[config.mk]
export PLATFORM = sky130hd
export DESIGN_NAME = multicycle_control_fsm
export DESIGN_NICKNAME = d
export VERILOG_FILES = /design/src/rtl/multicycle_control_fsm.sv
export SDC_FILE = /design/constraint.sdc
export NUM_CORES = 1
export LEC_CHECK = 0
export CORE_ASPECT_RATIO = 0.75
export CORE_MARGIN = 3
export CORE_UTILIZATION = 40
export CTS_CLUSTER_DIAMETER = 100
export DETAILED_ROUTE_END_ITERATION = 10
export PLACE_DENSITY_LB_ADDON = 0.2
export SETUP_SLACK_MARGIN = 0.2
export SYNTH_ARGS = -nofsm -noshare
export SYNTH_HDL_FRONTEND = slang
export SYNTH_SLANG_ARGS = --single-unit
[constraint.sdc]
create_clock -name clk -period 2.6 [get_ports clk]
set_clock_uncertainty 0.1 [all_clocks]
set_input_delay 0.52 -clock clk [delete_from_list [all_inputs] [get_ports clk]]
set_output_delay 0.52 -clock clk [all_outputs]
set_load 0.005 [all_outputs]
[src/rtl/multicycle_control_fsm.sv]
`default_nettype none
// +----------------------------------------------------------------------------+
// | Module : multicycle_control_fsm                                            |
// | Desc   : Moore control FSM for a MIPS multicycle datapath with memory      |
// |          handshake, wait-state watchdog and retired-instruction counter.  |
// | Rev    : 1.0  initial release                                              |
// +----------------------------------------------------------------------------+
module multicycle_control_fsm #(
  parameter bit SUPPORT_BNE = 1'b1,
  parameter int MAX_WAIT    = 15,
  parameter int CNT_W       = 32
) (
  input  logic             clk,
  input  logic             reset,
  input  logic [5:0]       opcode,
  input  logic             mem_ready,
  output logic             IorD,
  output logic             MemRead,
  output logic             MemWrite,
  output logic             IRWrite,
  output logic             PCWrite,
  output logic             Branch,
  output logic             BranchNe,
  output logic [1:0]       PCSrc,
  output logic [1:0]       ALUOp,
  output logic             ALUSrcA,
  output logic [1:0]       ALUSrcB,
  output logic             RegDst,
  output logic             MemtoReg,
  output logic             RegWrite,
  output logic [3:0]       state,
  output logic             instr_done,
  output logic [CNT_W-1:0] retired,
  output logic             illegal,
  output logic             mem_timeout
);

  typedef enum logic [3:0] {
    S_FETCH   = 4'd0,
    S_DECODE  = 4'd1,
    S_MEMADR  = 4'd2,
    S_MEMRD   = 4'd3,
    S_MEMWB   = 4'd4,
    S_MEMWR   = 4'd5,
    S_EXEC    = 4'd6,
    S_ALUWB   = 4'd7,
    S_BRANCH  = 4'd8,
    S_IMMEXEC = 4'd9,
    S_IMMWB   = 4'd10,
    S_JUMP    = 4'd11
  } state_t;

  localparam logic [5:0] OP_RTYPE = 6'b000000;
  localparam logic [5:0] OP_SW    = 6'b101011;
  localparam logic [5:0] OP_BEQ   = 6'b000100;
  localparam logic [5:0] OP_BNE   = 6'b000101;

  localparam int WAIT_W = (MAX_WAIT > 2) ? $clog2(MAX_WAIT) : 1;
  localparam logic [WAIT_W-1:0] WAIT_LAST = WAIT_W'((MAX_WAIT > 0) ? MAX_WAIT - 1 : 0);

  state_t             state_q, state_d;
  logic [WAIT_W-1:0]  wait_q, wait_d;
  logic [CNT_W-1:0]   retired_q, retired_d;
  logic               illegal_q, illegal_d;
  logic               timeout_q, timeout_d;
  logic               done_d;
  logic               mem_state, wd_expire;

  // Registered Moore outputs, decoded from the next state
  logic       fetch_q, fetch_d;
  logic       iord_q, iord_d;
  logic       memread_q, memread_d;
  logic       memwrite_q, memwrite_d;
  logic       jumpwr_q, jumpwr_d;
  logic       branch_q, branch_d;
  logic       branchne_q, branchne_d;
  logic [1:0] pcsrc_q, pcsrc_d;
  logic [1:0] aluop_q, aluop_d;
  logic       alusrca_q, alusrca_d;
  logic [1:0] alusrcb_q, alusrcb_d;
  logic       regdst_q, regdst_d;
  logic       memtoreg_q, memtoreg_d;
  logic       regwrite_q, regwrite_d;

  always_comb begin
    state_d   = state_q;
    done_d    = 1'b0;
    illegal_d = illegal_q;
    timeout_d = timeout_q;
    mem_state = (state_q == S_FETCH) || (state_q == S_MEMRD) || (state_q == S_MEMWR);
    wd_expire = (MAX_WAIT != 0) && mem_state && !mem_ready && (wait_q == WAIT_LAST);

    case (state_q)
      S_FETCH:  if (mem_ready) state_d = S_DECODE;
      S_DECODE: begin
        case (opcode)
          OP_RTYPE:                 state_d = S_EXEC;
          6'b100011, OP_SW:         state_d = S_MEMADR;
          OP_BEQ:                   state_d = S_BRANCH;
          6'b000010:                state_d = S_JUMP;
          6'b001000, 6'b001001, 6'b001010, 6'b001100,
          6'b001101, 6'b001110, 6'b001111:
                                    state_d = S_IMMEXEC;
          OP_BNE: begin
            if (SUPPORT_BNE) begin
              state_d = S_BRANCH;
            end else begin
              state_d   = S_FETCH;
              illegal_d = 1'b1;
            end
          end
          default: begin
            state_d   = S_FETCH;
            illegal_d = 1'b1;
          end
        endcase
      end
      S_MEMADR:  state_d = (opcode == OP_SW) ? S_MEMWR : S_MEMRD;
      S_MEMRD:   if (mem_ready) state_d = S_MEMWB;
      S_MEMWB:   begin state_d = S_FETCH; done_d = 1'b1; end
      S_MEMWR:   if (mem_ready) begin state_d = S_FETCH; done_d = 1'b1; end
      S_EXEC:    state_d = S_ALUWB;
      S_ALUWB:   begin state_d = S_FETCH; done_d = 1'b1; end
      S_BRANCH:  begin state_d = S_FETCH; done_d = 1'b1; end
      S_IMMEXEC: state_d = S_IMMWB;
      S_IMMWB:   begin state_d = S_FETCH; done_d = 1'b1; end
      S_JUMP:    begin state_d = S_FETCH; done_d = 1'b1; end
      default:   state_d = S_FETCH;
    endcase

    if (wd_expire) begin
      state_d   = S_FETCH;
      timeout_d = 1'b1;
    end

    // Staying in a memory state implies mem_ready was low; any move or abort restarts the count
    wait_d    = (mem_state && (state_d == state_q) && !wd_expire) ? wait_q + WAIT_W'(1) : '0;
    retired_d = retired_q + CNT_W'(done_d);

    fetch_d    = 1'b0;
    iord_d     = 1'b0;
    memread_d  = 1'b0;
    memwrite_d = 1'b0;
    jumpwr_d   = 1'b0;
    branch_d   = 1'b0;
    branchne_d = 1'b0;
    pcsrc_d    = 2'b00;
    aluop_d    = 2'b00;
    alusrca_d  = 1'b0;
    alusrcb_d  = 2'b00;
    regdst_d   = 1'b0;
    memtoreg_d = 1'b0;
    regwrite_d = 1'b0;
    case (state_d)
      S_FETCH:   begin fetch_d = 1'b1; memread_d = 1'b1; alusrcb_d = 2'b01; end
      S_DECODE:  alusrcb_d = 2'b11;
      S_MEMADR:  begin alusrca_d = 1'b1; alusrcb_d = 2'b10; end
      S_MEMRD:   begin iord_d = 1'b1; memread_d = 1'b1; end
      S_MEMWB:   begin memtoreg_d = 1'b1; regwrite_d = 1'b1; end
      S_MEMWR:   begin iord_d = 1'b1; memwrite_d = 1'b1; end
      S_EXEC:    begin alusrca_d = 1'b1; aluop_d = 2'b10; end
      S_ALUWB:   begin regdst_d = 1'b1; regwrite_d = 1'b1; end
      S_BRANCH: begin
        alusrca_d  = 1'b1;
        aluop_d    = 2'b01;
        pcsrc_d    = 2'b01;
        branch_d   = (opcode == OP_BEQ);
        branchne_d = (opcode == OP_BNE);
      end
      S_IMMEXEC: begin alusrca_d = 1'b1; alusrcb_d = 2'b10; aluop_d = 2'b11; end
      S_IMMWB:   regwrite_d = 1'b1;
      S_JUMP:    begin pcsrc_d = 2'b10; jumpwr_d = 1'b1; end
      default:   ;
    endcase
  end

  always_ff @(posedge clk or posedge reset) begin
    if (reset) begin
      state_q    <= S_FETCH;
      wait_q     <= '0;
      retired_q  <= '0;
      illegal_q  <= 1'b0;
      timeout_q  <= 1'b0;
      fetch_q    <= 1'b1;
      iord_q     <= 1'b0;
      memread_q  <= 1'b1;
      memwrite_q <= 1'b0;
      jumpwr_q   <= 1'b0;
      branch_q   <= 1'b0;
      branchne_q <= 1'b0;
      pcsrc_q    <= 2'b00;
      aluop_q    <= 2'b00;
      alusrca_q  <= 1'b0;
      alusrcb_q  <= 2'b01;
      regdst_q   <= 1'b0;
      memtoreg_q <= 1'b0;
      regwrite_q <= 1'b0;
    end else begin
      state_q    <= state_d;
      wait_q     <= wait_d;
      retired_q  <= retired_d;
      illegal_q  <= illegal_d;
      timeout_q  <= timeout_d;
      fetch_q    <= fetch_d;
      iord_q     <= iord_d;
      memread_q  <= memread_d;
      memwrite_q <= memwrite_d;
      jumpwr_q   <= jumpwr_d;
      branch_q   <= branch_d;
      branchne_q <= branchne_d;
      pcsrc_q    <= pcsrc_d;
      aluop_q    <= aluop_d;
      alusrca_q  <= alusrca_d;
      alusrcb_q  <= alusrcb_d;
      regdst_q   <= regdst_d;
      memtoreg_q <= memtoreg_d;
      regwrite_q <= regwrite_d;
    end
  end

  // The fetch-time IR/PC load waits on the memory and is held off during reset
  assign IRWrite     = fetch_q && mem_ready && !reset;
  assign PCWrite     = (fetch_q && mem_ready && !reset) || jumpwr_q;
  assign IorD        = iord_q;
  assign MemRead     = memread_q;
  assign MemWrite    = memwrite_q;
  assign Branch      = branch_q;
  assign BranchNe    = branchne_q;
  assign PCSrc       = pcsrc_q;
  assign ALUOp       = aluop_q;
  assign ALUSrcA     = alusrca_q;
  assign ALUSrcB     = alusrcb_q;
  assign RegDst      = regdst_q;
  assign MemtoReg    = memtoreg_q;
  assign RegWrite    = regwrite_q;
  assign state       = state_q;
  assign instr_done  = done_d;
  assign retired     = retired_q;
  assign illegal     = illegal_q;
  assign mem_timeout = timeout_q;

endmodule
`default_nettype wire

==> key figures <==
Hold path
  • Worst Hold Launch: mem_timeout
  • Min-Delay Path Class: flip-flop to flip-flop
  • Endpoint, Worst Hold: mem_timeout
  • Worst hold path depth: 1

Setup path
  • CP Buf/Inv Count: 3
  • Critical Path End Type: output port
  • Critical Path RT: just under 2 ns
  • Worst reg2reg path depth: 11
  • Critical Path Source Type: input pin
  • Worst-path maximum fanout: 3
  • CP max-delay cell: clkdlybuf4s50_1
  • Reg2Reg Capture Point: retired[26]
  • Worst R2R Start: state[1]
  • Arr. time, crit path: 1.72 ns
  • R2R Setup Slk: around 0.30 ns
  • Crit-path max cell delay: approximately 0.44 ns
  • CP top delay family: buffers and inverters
  • Crit-path cells: clkdlybuf4s15_1, buf_4, and3_4, or2_4, clkdlybuf4s50_1
  • Worst Setup Path Type: input pin to output port

Final layout
  • Final core utilization: 59.9%
  • # diodes: 0
  • Final nets: around 360
  • Reg area: 1480 um2
  • Cell area after layout: roughly 3900 um2
  • Synthesis-to-layout area growth: 41.0%
  • Commonest non-fill, non-tap cell in the layout: clkdlybuf4s50_1
  • Multi-input gate area: between 1000 and 1500 um2
  • Most frequent cells in the layout: clkdlybuf4s50_1, dfrtp_1, nor2_1, nand2_1, xnor2_1
  • Share of layout cells above drive strength 1: between 15 and 20%
  • Final Non-Filler Cells: between 400 and 500
  • Filler cells: 560

Placement
  • Placer Congestion: roughly 0.82
  • DP HPWL: about 4.4 mm
  • Port Buffer Count: 64
  • Placed instance area: approximately 3600 um2
  • Placed instance count: 414

Logic synthesis
  • Cell area after synthesis: approximately 2800 um2
  • Synth top area cells: dfrtp_1, xnor2_1, xor2_1
  • Yosys warns: 0
  • Mux cell area share after synthesis: less than 1%
  • FFs w/ async S/R, synth: between 90% and 100%
  • Largest family of logic cells by synthesized area: simple AND/OR/NAND/NOR gates
  • Number of flops mapped to enable cells by yosys: 0
  • #FFs+latches synth: 59
  • Ys flop type: dfrtp_1
  • Synth Instances: about 260
  • Adder-Cell Fraction of Synth Area: roughly 1.8%
  • Proportion of synthesized chip area in sequential cells: around 54%
  • Complex-gate fraction of the synthesized area: 8.14%
  • Yosys top cell by area: dfrtp_1
  • Post-Synth Simple-Gate Area: a little over a fifth
  • Xor-xnor portion of the synthesized cell area: 10.5%
  • Unique masters post-synth: 51
  • Synth top area share: 50.9%
  • Syn_area_per_cell: ~11 um2
  • Syn_nets: roughly 270

Detailed routing
  • DR iter-0 viols: 150
  • Avg WL per Cell: ~15 um
  • Via Count: between 2000 and 2500
  • Vias/cell: 5.06
  • Number of iterations in the first detailed-routing pass: 4
  • Routed Wire Length: between 6 and 7 mm
  • Drt drc: 0
  • Antenna-violating nets left: 0

Power and ir drop
  • Power per cell area: ~770 nW/um2
  • Maximum VDD drop: between 400 and 500 uV
  • Leak: 1.78 nW
  • Total power: around 3 mW

CTS
  • H-Tree Depth: 3
  • Root buf cell: clkbuf_8
  • Clock Sinks: 59
  • Clk pin slew, worst setup/hold paths: roughly 0.060 ns
  • Total CTS buffers: 9
  • Max Buffers Root-to-Sink: 2
  • CTS tree: built
  • Later-pin clock latency in the skew report: 0.34 ns

Global route
  • Largest net degree at the start of global routing: 60
  • Global-route usage over all layers: between 10% and 20%
  • Gr ovfl total: 0
  • Vias in the first global route: around 2100
  • First-pass GRT wire length: between 10 and 15 mm
  • Antenna violations before repair: 0

Die
  • Core area: roughly 6500 um2
  • Core Rows: 25
  • IO Pins: 65
  • Die ar.: slightly below 8000 um2
  • Die height: between 70 and 80 um
  • Die span in x: ~100 um
  • Initial Utilization: roughly 43%

Timing
  • Crit share post-route: roughly nine tenths
  • Setup violators final: 0
  • Max Fclk: approximately 430 MHz
  • Max_slew headroom: about half
  • RSZ-0062 raised after global routing: true
  • Count of pins over their slew limit: 0
  • Final Hold Viols: 0
  • Worst-Margin Slew: 0.724 ns
  • Fin crit period: about 2.3 ns
  • Setup TNS Final: 0 ns

Flow run
  • Maxcap violations: 0

Outcome
  • Status: complete, no violations
==> cell families (layout without fill, tap and decap cells) <==
family                     Yosys count  in the layout
buffers and inverters               21            113
adders and majority gates            4              4
xor gates and xnor gates            33             33
and+or+nand+nor                    110            110
AOI/OAI and AO/OA                   29             29
muxes                                2              2
DFF                                 59             59
==> sequential cells by signal, indices dropped and copies added, names as in the netlist <==
signal / cells
ALUOp: 2
MemWrite: 1
ALUSrcA: 1
state: 4
MemRead: 1
fetch_q: 1
ALUSrcB: 2
RegWrite: 1
mem_timeout: 1
IorD: 1
MemtoReg: 1
BranchNe: 1
RegDst: 1
jumpwr_q: 1
PCSrc: 2
retired: 32
illegal: 1
wait_q: 4
Branch: 1
==> report_power, final <==
group | internal, mW | switching (mW) | leakage, nW
Combinational | 0.467 | 0.436 | 0.878
Sequential | 1.05 | 0.0877 | 0.785
Clock | 0.591 | 0.363 | 0.113
==> timing repair <==
item / 4_1_cts / 5_1_grt
hold buffers: 0 / 0
resized for setup: 4 / 3
pin swaps: 1 / 0
buffers inserted: 0 / 1
setup endpoints to repair: 5 / 15
==> per-layer routing <==
metal	global-route usage (%)	part of all wire (%)	up-vias
li1	-	-	1061
met1	25.1	49	1047
met2	22.1	43	69
met3	5.75	7.2	6
met4	7.17	1.0	0
met5	0	0	-
==> through the flow <==
step	hold slack, ns	setup WS [ns]
global placement	0.348	0.00251
global route	0.393	0.127
detailed placement	0.347	-0.114
floorplan	0.351	-0.0445
CTS	0.363	0.202
finish	0.358	0.256
==> worst reg2reg max path: stages, from the launching register on <==
cell      delay (ns)
dfrtp_2         0.45
nand2b_4        0.11
nand2_1         0.06
mux2_4          0.27
nor2_4          0.11
ha_4            0.15
ha_4            0.12
and3_1          0.21
nand4_1         0.10
buf_4           0.17
nor3_1          0.17
xor2_1          0.19
==> area by class of cell <==
cell class,count,share of cell area [%]
clock buffer,12,4.00
clock inverter,4,1.87
inverter,14,1.45
multi-input combinational,178,31.8
sequential,59,38.2
tap,81,2.61
timing repair buffer,83,20.1
==> how the worst max path moves through the flow <==
stage / start / end / slack, ns / cells past startpoint
6_report: mem_ready / PCWrite / 0.26 / 5
3_3_place_gp: mem_ready / retired[22] / 0.003 / 10
3_5_place_dp: mem_ready / retired[22] / -0.11 / 10
2_1_floorplan: reset / PCWrite / -0.04 / 3
5_1_grt: state[1] / retired[25] / 0.13 / 11
4_1_cts: state[1] / retired[26] / 0.20 / 10
==> cell usage after synthesis (2+ instances only) <==
| library cell | n |
|---|---|
| buf_2 | 5 |
| ha_1 | 4 |
| dfrtp_1 | 56 |
| nor3_1 | 7 |
| and3_1 | 10 |
| o21ai_1 | 3 |
| a31oi_1 | 2 |
| a21oi_1 | 7 |
| o31ai_1 | 2 |
| nand4_1 | 8 |
| and2b_1 | 2 |
| nand2b_1 | 2 |
| nand2_1 | 24 |
| nand2b_4 | 2 |
| dfstp_2 | 3 |
| nor2_1 | 27 |
| a41o_1 | 2 |
| o21ai_2 | 2 |
| nor2b_1 | 2 |
| xor2_1 | 13 |
| o21ai_0 | 3 |
| xnor2_1 | 20 |
| nand3_1 | 12 |
| inv_1 | 13 |
Note: power is estimated with default switching activity, not from simulation.
